## config.mk

```make
export PLATFORM = sky130hd
export DESIGN_NAME = fifo_read_ctrl
export DESIGN_NICKNAME = d
export VERILOG_FILES = /design/src/rtl/fifo_read_ctrl.sv
export SDC_FILE = /design/constraint.sdc
export NUM_CORES = 1
export LEC_CHECK = 0
export CORE_MARGIN = 3
export CORE_UTILIZATION = 46
export DETAILED_ROUTE_END_ITERATION = 6
export PLACE_DENSITY = 0.78
export SYNTH_ARGS = -nofsm -noshare
export SYNTH_HDL_FRONTEND = slang
export SYNTH_SLANG_ARGS = --single-unit
```

## constraint.sdc

```tcl
create_clock -name CLK -period 2.5 [get_ports CLK]
set_input_delay 0.625 -clock CLK [delete_from_list [all_inputs] [get_ports CLK]]
set_output_delay 0.625 -clock CLK [all_outputs]
set_load 0.05 [all_outputs]
```

## src/rtl/fifo_read_ctrl.sv

```systemverilog
// fifo_read_ctrl: read-side controller for the single-clock FIFO.
// Owns the read pointer, derives empty/level from the write pointer, issues
// reads to the 1-cycle-latency RAM and presents data through a 2-entry
// valid/ready output buffer that sustains one word per cycle.
//
// Ports:
//   CLK, reset        clock (rising edge), async active-low reset
//   wr_ptr            write pointer from write side (MSB = wrap bit)
//   flush             synchronous discard of all unread data
//   mem_re/mem_raddr  RAM read request; mem_rdata valid the cycle after
//   rd_ptr            read pointer returned to write side
//   dout/dout_valid/dout_ready  consumer handshake
//   empty, level      combinational pointer compare
//   almost_empty      registered, only with FIFO_RD_ALMOST_EMPTY_EN defined
module fifo_read_ctrl #(
    parameter int unsigned ADDR_W    = 4,
    parameter int unsigned DATA_W    = 8
`ifdef FIFO_RD_ALMOST_EMPTY_EN
    ,
    parameter int unsigned AE_THRESH = 2
`endif
) (
    input  logic              CLK,
    input  logic              reset,
    input  logic [ADDR_W:0]   wr_ptr,
    input  logic              flush,
    output logic              mem_re,
    output logic [ADDR_W-1:0] mem_raddr,
    input  logic [DATA_W-1:0] mem_rdata,
    output logic [ADDR_W:0]   rd_ptr,
    output logic [DATA_W-1:0] dout,
    output logic              dout_valid,
    input  logic              dout_ready,
    output logic              empty,
    output logic [ADDR_W:0]   level
`ifdef FIFO_RD_ALMOST_EMPTY_EN
    ,
    output logic              almost_empty
`endif
);

    localparam int unsigned PTR_W = ADDR_W + 1;

    logic [PTR_W-1:0]  rd_ptr_q, rd_ptr_d;
    logic [1:0]        count_q, count_d;
    logic              inflight_q, inflight_d;
    logic [DATA_W-1:0] buf0_q, buf0_d;
    logic [DATA_W-1:0] buf1_q, buf1_d;

    logic              pop_c;
    logic [2:0]        occ_c;
    logic [1:0]        slot_c;

    // Pointer compare, pop and issue decision
    always_comb begin
        pop_c  = (count_q != 2'd0) & dout_ready;
        // buffer entries plus the read in flight, minus what leaves this cycle
        occ_c  = 3'(count_q) + 3'(inflight_q) - 3'(pop_c);
        slot_c = count_q - 2'(pop_c);
        empty  = (wr_ptr == rd_ptr_q);
        level  = wr_ptr - rd_ptr_q;
        mem_re = reset & ~empty & ~flush & (occ_c < 3'd2);
    end

    // Next-state: pointer advance, buffer shift and capture, flush override
    always_comb begin
        rd_ptr_d   = rd_ptr_q + PTR_W'(mem_re);
        inflight_d = mem_re;
        count_d    = count_q - 2'(pop_c) + 2'(inflight_q);
        buf0_d     = pop_c ? buf1_q : buf0_q;
        buf1_d     = buf1_q;
        // returning word lands behind whatever remains after the pop
        if (inflight_q) begin
            if (slot_c == 2'd0) begin
                buf0_d = mem_rdata;
            end else begin
                buf1_d = mem_rdata;
            end
        end
        if (flush) begin
            rd_ptr_d   = wr_ptr;
            inflight_d = 1'b0;
            count_d    = 2'd0;
            buf0_d     = buf0_q;
            buf1_d     = buf1_q;
        end
    end

    // State registers
    always_ff @(posedge CLK or negedge reset) begin
        if (!reset) begin
            rd_ptr_q   <= '0;
            count_q    <= 2'd0;
            inflight_q <= 1'b0;
            buf0_q     <= '0;
            buf1_q     <= '0;
        end else begin
            rd_ptr_q   <= rd_ptr_d;
            count_q    <= count_d;
            inflight_q <= inflight_d;
            buf0_q     <= buf0_d;
            buf1_q     <= buf1_d;
        end
    end

    assign rd_ptr     = rd_ptr_q;
    assign mem_raddr  = rd_ptr_q[ADDR_W-1:0];
    assign dout       = buf0_q;
    assign dout_valid = (count_q != 2'd0);

`ifdef FIFO_RD_ALMOST_EMPTY_EN
    localparam int unsigned SUM_W = PTR_W + 2;

    logic             almost_empty_q, almost_empty_d;
    logic [SUM_W-1:0] ae_sum_c;

    // Total occupancy after this edge: RAM words unissued + in flight + buffered
    always_comb begin
        ae_sum_c       = SUM_W'(wr_ptr - rd_ptr_d) + SUM_W'(count_d) + SUM_W'(inflight_d);
        almost_empty_d = (ae_sum_c <= SUM_W'(AE_THRESH));
    end

    always_ff @(posedge CLK or negedge reset) begin
        if (!reset) begin
            almost_empty_q <= 1'b1;
        end else begin
            almost_empty_q <= almost_empty_d;
        end
    end

    assign almost_empty = almost_empty_q;
`endif

endmodule

```

Word level (Yosys, flattened, before mapping):

Index checks and enable logic that the tools add are counted.

* bits in registers: 24
* bits of input ports: 17

* bitwise operators: 7
* reduce and logical (&&, ||, !) cells: 3
* order comparisons: 1
* add/subtract/negate cells: 6
* equal/unequal tests: 1
* muxes and demuxes: 6

Operators by type and width (count)
* $mux W8: 3
* $add A5 B1 Y5: 1
* $eq A5 B5 Y1: 1
* $mux W5: 1
* $sub A5 B5 Y5: 1
* $and A1 B1 Y1: 4
* $add A2 B1 Y3: 1
* $lt A3 B2 Y1 const B: 1
* $not A1 Y1: 3
* $reduce_and A3 Y1: 1
* $sub A3 B1 Y3: 1
* $add A2 B1 Y2: 1
* $logic_not A2 Y1: 1
* $mux W2: 1
* $reduce_bool A2 Y1: 1
* $sub A2 B1 Y2: 1
* $mux W1: 1

Depth between registers and ports, before layout:

* depth in word-level cells: 7
* mapped depth: 10

Least setup slack after synthesis:

No wires, ideal clock.

* path type: reg2reg
* from: reg rd_ptr_q[3], in the netlist rd_ptr[3]
* to: reg rd_ptr_q[4], in the netlist rd_ptr[4]
* path slack: -1.644 ns
* cell stages (with the launch flop): 11
* path buffers: 0
* arrival: 4.061 ns
* data required time: 2.417 ns
* cell sequence: dfrtp_1 > inv_1 > ha_1 > nand4_1 > nor2_1 > nor4_1 > ha_1 > ha_1 > nand3_1 > xor2_1 > o21ai_0

* longest elaborated chain between the ends: 7

RTL lines
* start: declaration: RTL line 44 `logic [PTR_W-1:0] rd_ptr_q, rd_ptr_d;`
* start signal: assignment: RTL line 98 `rd_ptr_q <= rd_ptr_d;`
* $eq A5 B5 Y1: RTL line 60 `empty = (wr_ptr == rd_ptr_q);`
* named net empty: RTL line 34 `output logic empty,`
* $not A1 Y1: RTL line 62 `mem_re = reset & ~empty & ~flush & (occ_c < 3'd2);`
* $and A1 B1 Y1 (3 in a row): RTL line 62
* named net mem_re: RTL line 27 `output logic mem_re,`
* $add A5 B1 Y5: RTL line 67 `rd_ptr_d = rd_ptr_q + PTR_W'(mem_re);`
* $mux W5: RTL line 80 `if (flush) begin`
* named net rd_ptr_d[4]: RTL line 44

The timed path passes the listed nets, and every way through them passes these cells.
A chain may end at the register's enable or synchronous reset.

Final worst setup path:

* from: reg inflight_q
* to: out mem_re

* longest elaborated chain between the ends: 4

RTL lines
* start: declaration: RTL line 46 `logic inflight_q, inflight_d;`
* start signal: assignment: RTL line 100 `inflight_q <= inflight_d;`
* $add A2 B1 Y3: RTL line 58 `occ_c = 3'(count_q) + 3'(inflight_q) - 3'(pop_c);`
* $sub A3 B1 Y3: RTL line 58
* $lt A3 B2 Y1: RTL line 62
* $and A1 B1 Y1: RTL line 62
* end: declaration: RTL line 27

No other way between the ends.

==> impl_results.md <==
- Largest fanout on the critical path: 2
- Slew headroom: slightly below 60%
- # hold bufs at CTS: 0
- Vias in the first global route: ~1200
- Status: finished with violations
- Int Pwr: ~0.0015 W
- Clk pwr share: under 10%
- Seq cells post-synth: 24
- Clock Tree Buf Depth: 2
- RR Startpoint: inflight_q
- Port Buffers: 41
- Sequential share of power: 22.9%
- Setup CP Type: flop to primary output
- I/O Pins: 42
- DRC violations left: 0
- Kind of start point of the critical path: flop
- Mean Syn Cell Area: 11.7 µm²
- Area grow syn2layout: 63.7%
- Worst VDD drop: 1.02 mV
- CP Capture Type: primary output
- Drt total wl: 3.87 mm
- Post-synthesis cell type count: 30
- Most common cell after layout, fill and taps aside: clkdlybuf4s50_1
- HP Class: flop to flop
- Initial Utilization: 49.4%
- Placer's final routability congestion estimate: 0.816
- NumNets Final: 213
- Non-filler cells in the finished layout: 216
- Psw: roughly 0.0013 W
- Ratio of cells with drive above 1 in the final layout: between 40% and 50%
- Combinational fraction of design power: approximately 70%
- Arr. time, crit path: roughly 2100 ps
- Fmax: 368 MHz
- Clock slew at reported path FFs: 130 ps
- Total Die Area: 3740 µm²
- Total of max-cap violations: 0
- Final min period: between 2000 and 3000 ps
- Slew of the pin with the lowest slew margin: 622 ps
- Worst setup margin: -217 ps
- Final setup vio count: 2
- Failing checks: negative setup slack
- CTS tree: done
- Clock buffer count from CTS: 3
- Initial antenna violation count: 0
- Synth Instances: about 120
- Via/cell ratio: 5.38
- Placed cells: 203
- Fillers: 171
- Part of the Yosys area used for sequential elements: 43.0%
- Site row count: 19
- Total global routing overflow: 0
- Synthesized area: around 1400 µm²
- RSZ-0062 raised after global routing: yes
- Multi-input gate area: 881 µm²
- Worst Path Required: about 1900 ps
- Sw frac: a little under half
- First-iteration detailed-routing DRC count: 50
- Critical path launch point: inflight_q
- Hold Crit Start: buf1_q[3]
- Die height: 61.1 µm
- Final worst-path cycle share: 109%
- FF+latch area: 604 µm²
- Routed len/inst: 17.9 µm
- Core outline area: 2830 µm²
- Final ANT Viol Nets: 0
- Tot GR Track Use: 20.6%
- Final setup TNS: -260 ps
- Yosys warning total: 0
- ANT cells: 0
- DRT Pass-1 Iters: 4
- Most frequent cells in the layout: 27 x clkdlybuf4s50_1, 24 x buf_4, 21 x dfrtp_1, 10 x mux2_2
- Syn_nets: 146
- Detailed placer's ending HPWL: 2.58 mm
- First-pass GRT wire length: 5.53 mm
- Via count: 1161
- Hold Vio Cnt, Final: 0
- Largest net degree at the start of global routing: 25
- Clock Latency Late Sink: 330 ps
- Final Max Slew Viols: 0
- H-tree Lvls: 1
- CTS sink count: 24
- Die W: 61.1 µm
- Clock Skew: 14.1 ps
- CTS Root Cell: clkbuf_4
- PD cells: 1230 nW/µm²
- Static Leak: 1.04 nW
## final cells by class
type	count	area share (%)
clock buffers	4	1.59
inverters	12	1.97
multi-input cells	77	38.5
flip-flops and latches	24	26.4
well taps	31	1.70
repair buffers	68	29.8
## stage by stage
stage | hold WS, ps | total power (W) | area [µm²] | utilization (%) | setup WS [ps]
after detailed placement | 490 | 0.00245 | 2080 | 73.6 | -686
final | 513 | 0.00281 | 2290 | 80.8 | -217
after global placement | 484 | 0.00239 | 2080 | 73.6 | -610
after floorplan | 329 | 0.00179 | 1470 | - | -471
after global routing | 539 | 0.00295 | 2290 | 80.8 | -321
after CTS | 519 | 0.00273 | 2200 | 77.8 | -208
## what timing repair did
| action | 4_1_cts | 5_1_grt |
|---|---|---|
| endpoints found under the setup margin | 12 | 8 |
| setup buffers | 3 | 7 |
| gates resized for setup | 26 | 16 |
| pin swaps | 11 | 18 |
## cell usage after synthesis
| master | n | area share [%] |
|---|---|---|
| a21o_1 | 2 | 1.1 |
| a21oi_1 | 2 | 0.72 |
| a21oi_4 | 1 | 1.2 |
| a221o_1 | 8 | 5.7 |
| a31oi_4 | 1 | 1.5 |
| and3_1 | 2 | 0.90 |
| and3_2 | 6 | 3.2 |
| buf_4 | 4 | 2.1 |
| buf_6 | 1 | 0.81 |
| clkbuf_1 | 1 | 0.27 |
| dfrtp_1 | 24 | 43 |
| fa_1 | 2 | 2.9 |
| ha_1 | 8 | 7.2 |
| inv_1 | 12 | 3.2 |
| mux2_2 | 10 | 8.1 |
| nand2_1 | 6 | 1.6 |
| nand2b_1 | 1 | 0.45 |
| nand3_1 | 2 | 0.72 |
| nand4_1 | 1 | 0.45 |
| nand4b_4 | 1 | 1.7 |
| nor2_1 | 4 | 1.1 |
| nor2b_1 | 1 | 0.45 |
| nor4_1 | 2 | 0.90 |
| o21ai_0 | 3 | 1.1 |
| o21ai_2 | 1 | 0.63 |
| or2_0 | 1 | 0.45 |
| or2_2 | 1 | 0.45 |
| xnor2_1 | 4 | 2.5 |
| xnor2_4 | 1 | 2.0 |
| xor2_1 | 6 | 3.8 |
## power groups by stage
stage | clock (W) | sequential (W) | combinational, W
finish | 0.000205 | 0.000644 | 0.00196
global route | 0.000229 | 0.000661 | 0.00206
CTS | 0.000209 | 0.000652 | 0.00187
detailed placement | 0 | 0.000661 | 0.00179
global placement | 0 | 0.000650 | 0.00174
floorplan | 0 | 0.000918 | 0.000871
## per-layer routing
layer  track usage, %  share of wire, %
met1             26.0                44
met2             34.0                52
met3             4.82               2.8
met4             8.36               1.7
met5                0                 0
## path summary, 6_finish.rpt
check | end | slack, ps | cells past startpoint
min in group asynchronous | inflight_q | 750 | 2
setup / recovery | mem_re | -220 | 6
max in group asynchronous | rd_ptr[2] | 1480 | 2
hold / removal | dout[3] | 510 | 1
hold reg to reg | dout[3] | 510 | 1
setup reg to reg | rd_ptr[1] | 40 | 9
## state kept, by name, summed over array words and instances (netlist names)
name        cells
buf1_q          8
inflight_q      1
rd_ptr          5
count_q         2
dout            8
## worst max-delay path, stage by stage (launching register included)
cell     delay, ps
dfrtp_1        410
xor2_1         160
nand2_1         90
fa_2           530
nand2_2         70
nor4_4         300
buf_12         180
## logic make-up (layout without fill, tap and decap cells)
logic type                 Yosys count  count (layout)  share of synthesized area, %
AOI/OAI and AO/OA                   18              18                          11.9
xor gates and xnor gates            11              11                          8.24
buffers and inverters               18              84                          6.45
adders and majority gates           10              10                          10.0
and+or+nand+nor                     28              28                          12.4
DFF                                 24              24                          43.0
muxes                               10              10                          8.06
(Power assumes the default switching activity.)
